===== src/rtl/lc3_mem_arbiter.sv =====
// lc3_mem_arbiter
// Shares the single LC-3 memory port between the CPU datapath and a
// DMA/display requester. Each access is sequenced over a fixed-latency
// synchronous memory. The owner's ready pulse (cpu_r = R, or dma_ack)
// fires MEM_LAT+1 cycles after its request is sampled in IDLE. Ties are
// broken by alternating against the last granted requester. All outputs
// come straight from registers.
module lc3_mem_arbiter #(
    parameter int AW      = 16,
    parameter int DW      = 16,
    parameter int MEM_LAT = 2
) (
    input  logic          clk,
    input  logic          rst_n,
    input  logic          cpu_mioen,
    input  logic          cpu_rw,
    input  logic [AW-1:0] cpu_addr,
    input  logic [DW-1:0] cpu_wdata,
    output logic [DW-1:0] cpu_rdata,
    output logic          cpu_r,
    input  logic          dma_req,
    input  logic          dma_we,
    input  logic [AW-1:0] dma_addr,
    input  logic [DW-1:0] dma_wdata,
    output logic [DW-1:0] dma_rdata,
    output logic          dma_ack,
    output logic          mem_en,
    output logic          mem_we,
    output logic [AW-1:0] mem_addr,
    output logic [DW-1:0] mem_wdata,
    input  logic [DW-1:0] mem_rdata
);

    typedef enum logic [1:0] {
        ST_IDLE   = 2'd0,
        ST_ACCESS = 2'd1,
        ST_WAIT   = 2'd2,
        ST_DONE   = 2'd3
    } state_e;

    localparam logic       OWN_CPU = 1'b0;
    localparam logic       OWN_DMA = 1'b1;
    localparam logic [3:0] LAT_M1  = 4'(MEM_LAT - 1);
    localparam logic       LAT_ONE = (MEM_LAT == 1);

    state_e        state_q, state_d;
    logic [3:0]    cnt_q, cnt_d;
    logic          last_grant_q, last_grant_d;
    logic          owner_q, owner_d;
    logic          mem_en_q, mem_en_d;
    logic          mem_we_q, mem_we_d;
    logic [AW-1:0] mem_addr_q, mem_addr_d;
    logic [DW-1:0] mem_wdata_q, mem_wdata_d;
    logic          cpu_r_q, cpu_r_d;
    logic [DW-1:0] cpu_rdata_q, cpu_rdata_d;
    logic          dma_ack_q, dma_ack_d;
    logic [DW-1:0] dma_rdata_q, dma_rdata_d;
    logic          grant_dma_s;
    logic          finish_s;

    // Arbitration choice: a lone requester wins; on a tie the one not granted last wins.
    always_comb begin
        if (cpu_mioen && dma_req) begin
            grant_dma_s = (last_grant_q == OWN_CPU);
        end else if (dma_req) begin
            grant_dma_s = 1'b1;
        end else begin
            grant_dma_s = 1'b0;
        end
    end

    // Next-state and next-output logic for the access sequencer.
    always_comb begin
        state_d      = state_q;
        cnt_d        = cnt_q;
        last_grant_d = last_grant_q;
        owner_d      = owner_q;
        mem_en_d     = 1'b0;
        mem_we_d     = mem_we_q;
        mem_addr_d   = mem_addr_q;
        mem_wdata_d  = mem_wdata_q;
        cpu_r_d      = 1'b0;
        cpu_rdata_d  = cpu_rdata_q;
        dma_ack_d    = 1'b0;
        dma_rdata_d  = dma_rdata_q;
        finish_s     = 1'b0;

        case (state_q)
            ST_IDLE: begin
                if (cpu_mioen || dma_req) begin
                    // Latch the winning request; later input changes are ignored.
                    state_d      = ST_ACCESS;
                    owner_d      = grant_dma_s ? OWN_DMA : OWN_CPU;
                    last_grant_d = grant_dma_s ? OWN_DMA : OWN_CPU;
                    mem_en_d     = 1'b1;
                    mem_we_d     = grant_dma_s ? dma_we    : cpu_rw;
                    mem_addr_d   = grant_dma_s ? dma_addr  : cpu_addr;
                    mem_wdata_d  = grant_dma_s ? dma_wdata : cpu_wdata;
                end else begin
                    state_d = ST_IDLE;
                end
            end
            ST_ACCESS: begin
                cnt_d = LAT_M1;
                if (LAT_ONE) begin
                    // Single-cycle memory: data is valid during the strobe cycle.
                    state_d  = ST_DONE;
                    finish_s = 1'b1;
                end else begin
                    state_d = ST_WAIT;
                end
            end
            ST_WAIT: begin
                cnt_d = cnt_q - 4'd1;
                // "<= 1" also recovers from a corrupted zero count.
                if (cnt_q <= 4'd1) begin
                    state_d  = ST_DONE;
                    finish_s = 1'b1;
                end else begin
                    state_d = ST_WAIT;
                end
            end
            ST_DONE: begin
                state_d = ST_IDLE;
            end
            default: begin
                state_d = ST_IDLE;
            end
        endcase

        // Completion: raise the owner's pulse and capture read data for reads only.
        if (finish_s) begin
            if (owner_q == OWN_DMA) begin
                dma_ack_d = 1'b1;
                if (!mem_we_q) begin
                    dma_rdata_d = mem_rdata;
                end else begin
                    dma_rdata_d = dma_rdata_q;
                end
            end else begin
                cpu_r_d = 1'b1;
                if (!mem_we_q) begin
                    cpu_rdata_d = mem_rdata;
                end else begin
                    cpu_rdata_d = cpu_rdata_q;
                end
            end
        end else begin
            cpu_r_d   = 1'b0;
            dma_ack_d = 1'b0;
        end
    end

    // State and output registers; reset abandons any access in flight.
    always_ff @(posedge clk) begin
        if (!rst_n) begin
            state_q      <= ST_IDLE;
            cnt_q        <= 4'd0;
            last_grant_q <= OWN_DMA;
            owner_q      <= OWN_CPU;
            mem_en_q     <= 1'b0;
            mem_we_q     <= 1'b0;
            mem_addr_q   <= {AW{1'b0}};
            mem_wdata_q  <= {DW{1'b0}};
            cpu_r_q      <= 1'b0;
            cpu_rdata_q  <= {DW{1'b0}};
            dma_ack_q    <= 1'b0;
            dma_rdata_q  <= {DW{1'b0}};
        end else begin
            state_q      <= state_d;
            cnt_q        <= cnt_d;
            last_grant_q <= last_grant_d;
            owner_q      <= owner_d;
            mem_en_q     <= mem_en_d;
            mem_we_q     <= mem_we_d;
            mem_addr_q   <= mem_addr_d;
            mem_wdata_q  <= mem_wdata_d;
            cpu_r_q      <= cpu_r_d;
            cpu_rdata_q  <= cpu_rdata_d;
            dma_ack_q    <= dma_ack_d;
            dma_rdata_q  <= dma_rdata_d;
        end
    end

    assign mem_en    = mem_en_q;
    assign mem_we    = mem_we_q;
    assign mem_addr  = mem_addr_q;
    assign mem_wdata = mem_wdata_q;
    assign cpu_r     = cpu_r_q;
    assign cpu_rdata = cpu_rdata_q;
    assign dma_ack   = dma_ack_q;
    assign dma_rdata = dma_rdata_q;

endmodule


===== config.mk =====
export PLATFORM = sky130hd
export DESIGN_NAME = lc3_mem_arbiter
export DESIGN_NICKNAME = d
export VERILOG_FILES = /design/src/rtl/lc3_mem_arbiter.sv
export SDC_FILE = /design/constraint.sdc
export NUM_CORES = 1
export LEC_CHECK = 0
export CORE_MARGIN = 2
export CORE_UTILIZATION = 40
export CTS_CLUSTER_SIZE = 10
export DETAILED_ROUTE_END_ITERATION = 6
export HOLD_SLACK_MARGIN = 0.15
export PLACE_DENSITY = 0.92
export SYNTH_ARGS = -nofsm -noshare
export SYNTH_HDL_FRONTEND = slang
export SYNTH_SLANG_ARGS = --single-unit

===== constraint.sdc =====
create_clock -name clk -period 2.7 [get_ports clk]
set_input_delay 0.405 -clock clk [delete_from_list [all_inputs] [get_ports clk]]
set_output_delay 0.405 -clock clk [all_outputs]
set_load 0.005 [all_outputs]

==> out/qor_table.md <==
| Result | This run |
| --- | --- |
| Result of the run | finished clean |
| CTS root buf | sky130_fd_sc_hd__clkbuf_8 |
| Area used by sequential logic in the layout | 1520 sq um |
| Hpwl dp | 6350 um |
| Critical path data arrival time | 2.23 ns |
| Wire length of the first global-routing pass | 14,300 um |
| DRT iter0 DRCs | 98 |
| Async set or reset register ratio after synthesis | 0 |
| Longest Clk Path Bufs | 2 |
| Required time at the endpoint of the critical path | 2.92 ns |
| Layout cell share with drive strength beyond 1 | 0.0534 |
| Initial DRT Pass Iterations | 4 |
| Vias per cell | 5.08 |
| Routed length per placed instance | 14.4 um |
| Clock buffers created by TritonCTS | 9 |
| Length of routed wiring on met1 | 3580 um |
| Antenna diode count | 0 |
| Number of sinks driven by the clock tree | 76 |
| Pin count of the biggest net entering global routing | 55 |
| Post-cts hold buffer count | 0 |
| Post-synthesis cell count | 360 |
| Cell variety after synth | 33 |
| Wire length on met3 | 807 um |
| Type of element capturing the critical path | flop |
| Met2 layer wire length in the routed design | 4260 um |
| Layout Skew | 0.00932 ns |
| Die Width | 91.8 um |
| Final hold violation count | 0 |
| GRT Residual Overflow | 0 |
| Placement Rows | 32 |
| Uppermost signal routing layer after detailed routing | met4 |
| Ys flop type | sky130_fd_sc_hd__dfxtp_1 |
| Area taken by multi-input logic gates | 1430 sq um |
| Total DRC errors in the routed layout | 0 |
| Layout Nets | 592 |
| # Post-CTS Setup Buffers | 0 |
| Static leakage power | 1.97 nW |
| Peak fanout along the critical path | 16 |
| Portion of the clock cycle consumed by the worst path in the final layout | 0.743 |
| Post-route minimum period | 2.01 ns |
| Clock latency on the worst-skew pair | 0.34 ns |
| Clk slew on worst S/H paths | 0.09 ns |
| Number of global-route vias before repair | 3,086 |
| Initial antenna violation count | 0 |
| Mean area per synthesized cell | 8.57 sq um |
| Pwr/cell area | 816 nW/um^2 |
| Routed via count | 3,088 |
| Wirelength, routed | 8760 um |
| FF+latch count, synth | 76 |
| H-tree depth | 3 |
| Final setup viols | 0 |
| Max-Cap Viols | 0 |
| Cell taking the most area after synthesis | sky130_fd_sc_hd__dfxtp_1 |
| Start-to-end type of the worst setup path | reg2reg |
| Core Footprint | 7610 sq um |
| Unrepaired setup endpoints after global routing | no |
| Leading cell types by total area after synthesis | sky130_fd_sc_hd__dfxtp_1 (49%), sky130_fd_sc_hd__a21oi_1 (11%), sky130_fd_sc_hd__mux2i_1 (10%), sky130_fd_sc_hd__nand2_1 (10%), sky130_fd_sc_hd__o21ai_0 (5.7%) |
| Cell area after placement | 4670 sq um |
| Pins Over Slew Limit | 0 |
| Worst VDD drop | 0.000389 V |
| Clock tree from TritonCTS | yes |
| Fillers | 620 |
| CTS resizes | 0 |
| Number of input and output port buffers inserted | 153 |
| Setup Total Neg Slack | 0 ns |
| Path type of the worst min-delay path | reg2reg |
| Synthesis Warnings | 0 |
| Placer Congestion | 0.806 |
| Final design instance area without fill | 4910 sq um |
| Die height | 91.8 um |
| Post-synth design cell area | 3090 sq um |
| Transition at the pin with the smallest max-transition slack | 0.676 ns |
| Total Routing Usage GR | 0.208 |
| Sequential-to-total area share from yosys stat | 0.493 |
| Count of flip-flops with a built-in enable after synthesis | 0 |
| Crit path launch type | flop |
| Syn Nets | 451 |
| Fraction of synthesized cell area taken by the top area cell type | 0.493 |
| Die area | 8430 sq um |
| Initial core utilization | 0.406 |
| Normalized max-slew margin | 0.549 |
| Number of routed nets with antenna violations | 0 |
| Boundary pin count | 154 |
| Synthesis-to-finish area growth | 59.3% |
| Maximum frequency from static timing analysis | 0.499 GHz |
through the flow:
stage / hold WS [ns] / setup WS [ns] / total power, W / utilization / cells
after global placement: 0.442 / 0.721 / 0.00292 / 0.614 / 592
after CTS: 0.461 / 0.683 / 0.00406 / 0.646 / 608
final: 0.459 / 0.694 / 0.00401 / 0.646 / 608
after floorplan: 0.451 / 0.742 / 0.00224 / - / 360
after detailed placement: 0.450 / 0.648 / 0.00299 / 0.614 / 592
after global routing: 0.483 / 0.553 / 0.00427 / 0.646 / 608
registers in the layout (all words and copies together) (netlist names):
signal        flops
owner_q           1
mem_addr         16
cpu_r             1
dma_ack           1
mem_we            1
mem_en            1
dma_rdata        16
cpu_rdata        16
mem_wdata        16
last_grant_q      1
cnt_q             4
state_q           2
synthesized netlist by cell type (all sizes together), types with 4 or more instances:
library cell  number
ha                 5
clkbuf            24
buf                4
nand2             83
dfxtp             76
inv                4
o21ai             36
a21oi             67
mux2i             32
layout make-up:
cell class	count	share of cell area
Clock buffer	9	0.0252
Clock inverter	7	0.0247
Inverter	4	0.00305
Multi-Input combinational cell	252	0.291
Sequential cell	76	0.310
Tap cell	102	0.0260
Timing Repair Buffer	158	0.321
power by group:
part / internal, W / switching (W)
Clock: 0.000621 / 0.000433
Sequential: 0.00138 / 0.000147
Combinational: 0.000767 / 0.000668
cell families after synthesis:
kind of cell / after synthesis / synth area share
buffers and inverters: 32 / 0.0483
adders and majority gates: 5 / 0.0203
and+or+nand+nor: 100 / 0.137
AOI/OAI and AO/OA: 115 / 0.197
muxes: 32 / 0.104
DFF: 76 / 0.493
critical path, stage by stage (launching register included):
cell	delay, ns
sky130_fd_sc_hd__dfxtp_1	0.30
sky130_fd_sc_hd__inv_1	0.09
sky130_fd_sc_hd__ha_1	0.22
sky130_fd_sc_hd__or3b_1	0.42
sky130_fd_sc_hd__or4_4	0.67
sky130_fd_sc_hd__mux2i_1	0.18
path summary, 6_finish.rpt:
path | start | to | slack [ns] | cells past startpoint
worst max-delay path | state_q[0]$_SDFF_PN0_ | cpu_rdata[8]$_SDFFE_PN0P_ | 0.69 | 5
worst min register to register | dma_rdata[4]$_SDFFE_PN0P_ | dma_rdata[4]$_SDFFE_PN0P_ | 0.46 | 2
worst min-delay path | dma_rdata[4]$_SDFFE_PN0P_ | dma_rdata[4]$_SDFFE_PN0P_ | 0.46 | 2
worst max register to register | state_q[0]$_SDFF_PN0_ | cpu_rdata[8]$_SDFFE_PN0P_ | 0.69 | 5
placed cells by master (no fill, tap or decap), types with 3 or more instances in the layout:
cell	instances
sky130_fd_sc_hd__nor2_1	3
sky130_fd_sc_hd__bufinv_16	3
sky130_fd_sc_hd__nand2_1	83
sky130_fd_sc_hd__o21ai_0	35
sky130_fd_sc_hd__a21oi_1	67
sky130_fd_sc_hd__and2_1	3
sky130_fd_sc_hd__o21a_1	3
sky130_fd_sc_hd__buf_4	4
sky130_fd_sc_hd__clkbuf_8	9
sky130_fd_sc_hd__ha_1	5
sky130_fd_sc_hd__dfxtp_1	76
sky130_fd_sc_hd__mux2i_1	32
sky130_fd_sc_hd__clkdlybuf4s50_1	152
sky130_fd_sc_hd__inv_1	4
layer usage:
metal,up-vias,GRT usage
met4,0,0.0721
li1,1509,-
met5,-,0
met3,14,0.0624
met1,1420,0.245
met2,145,0.361
No activity file was read; power rests on OpenSTA's default activity.
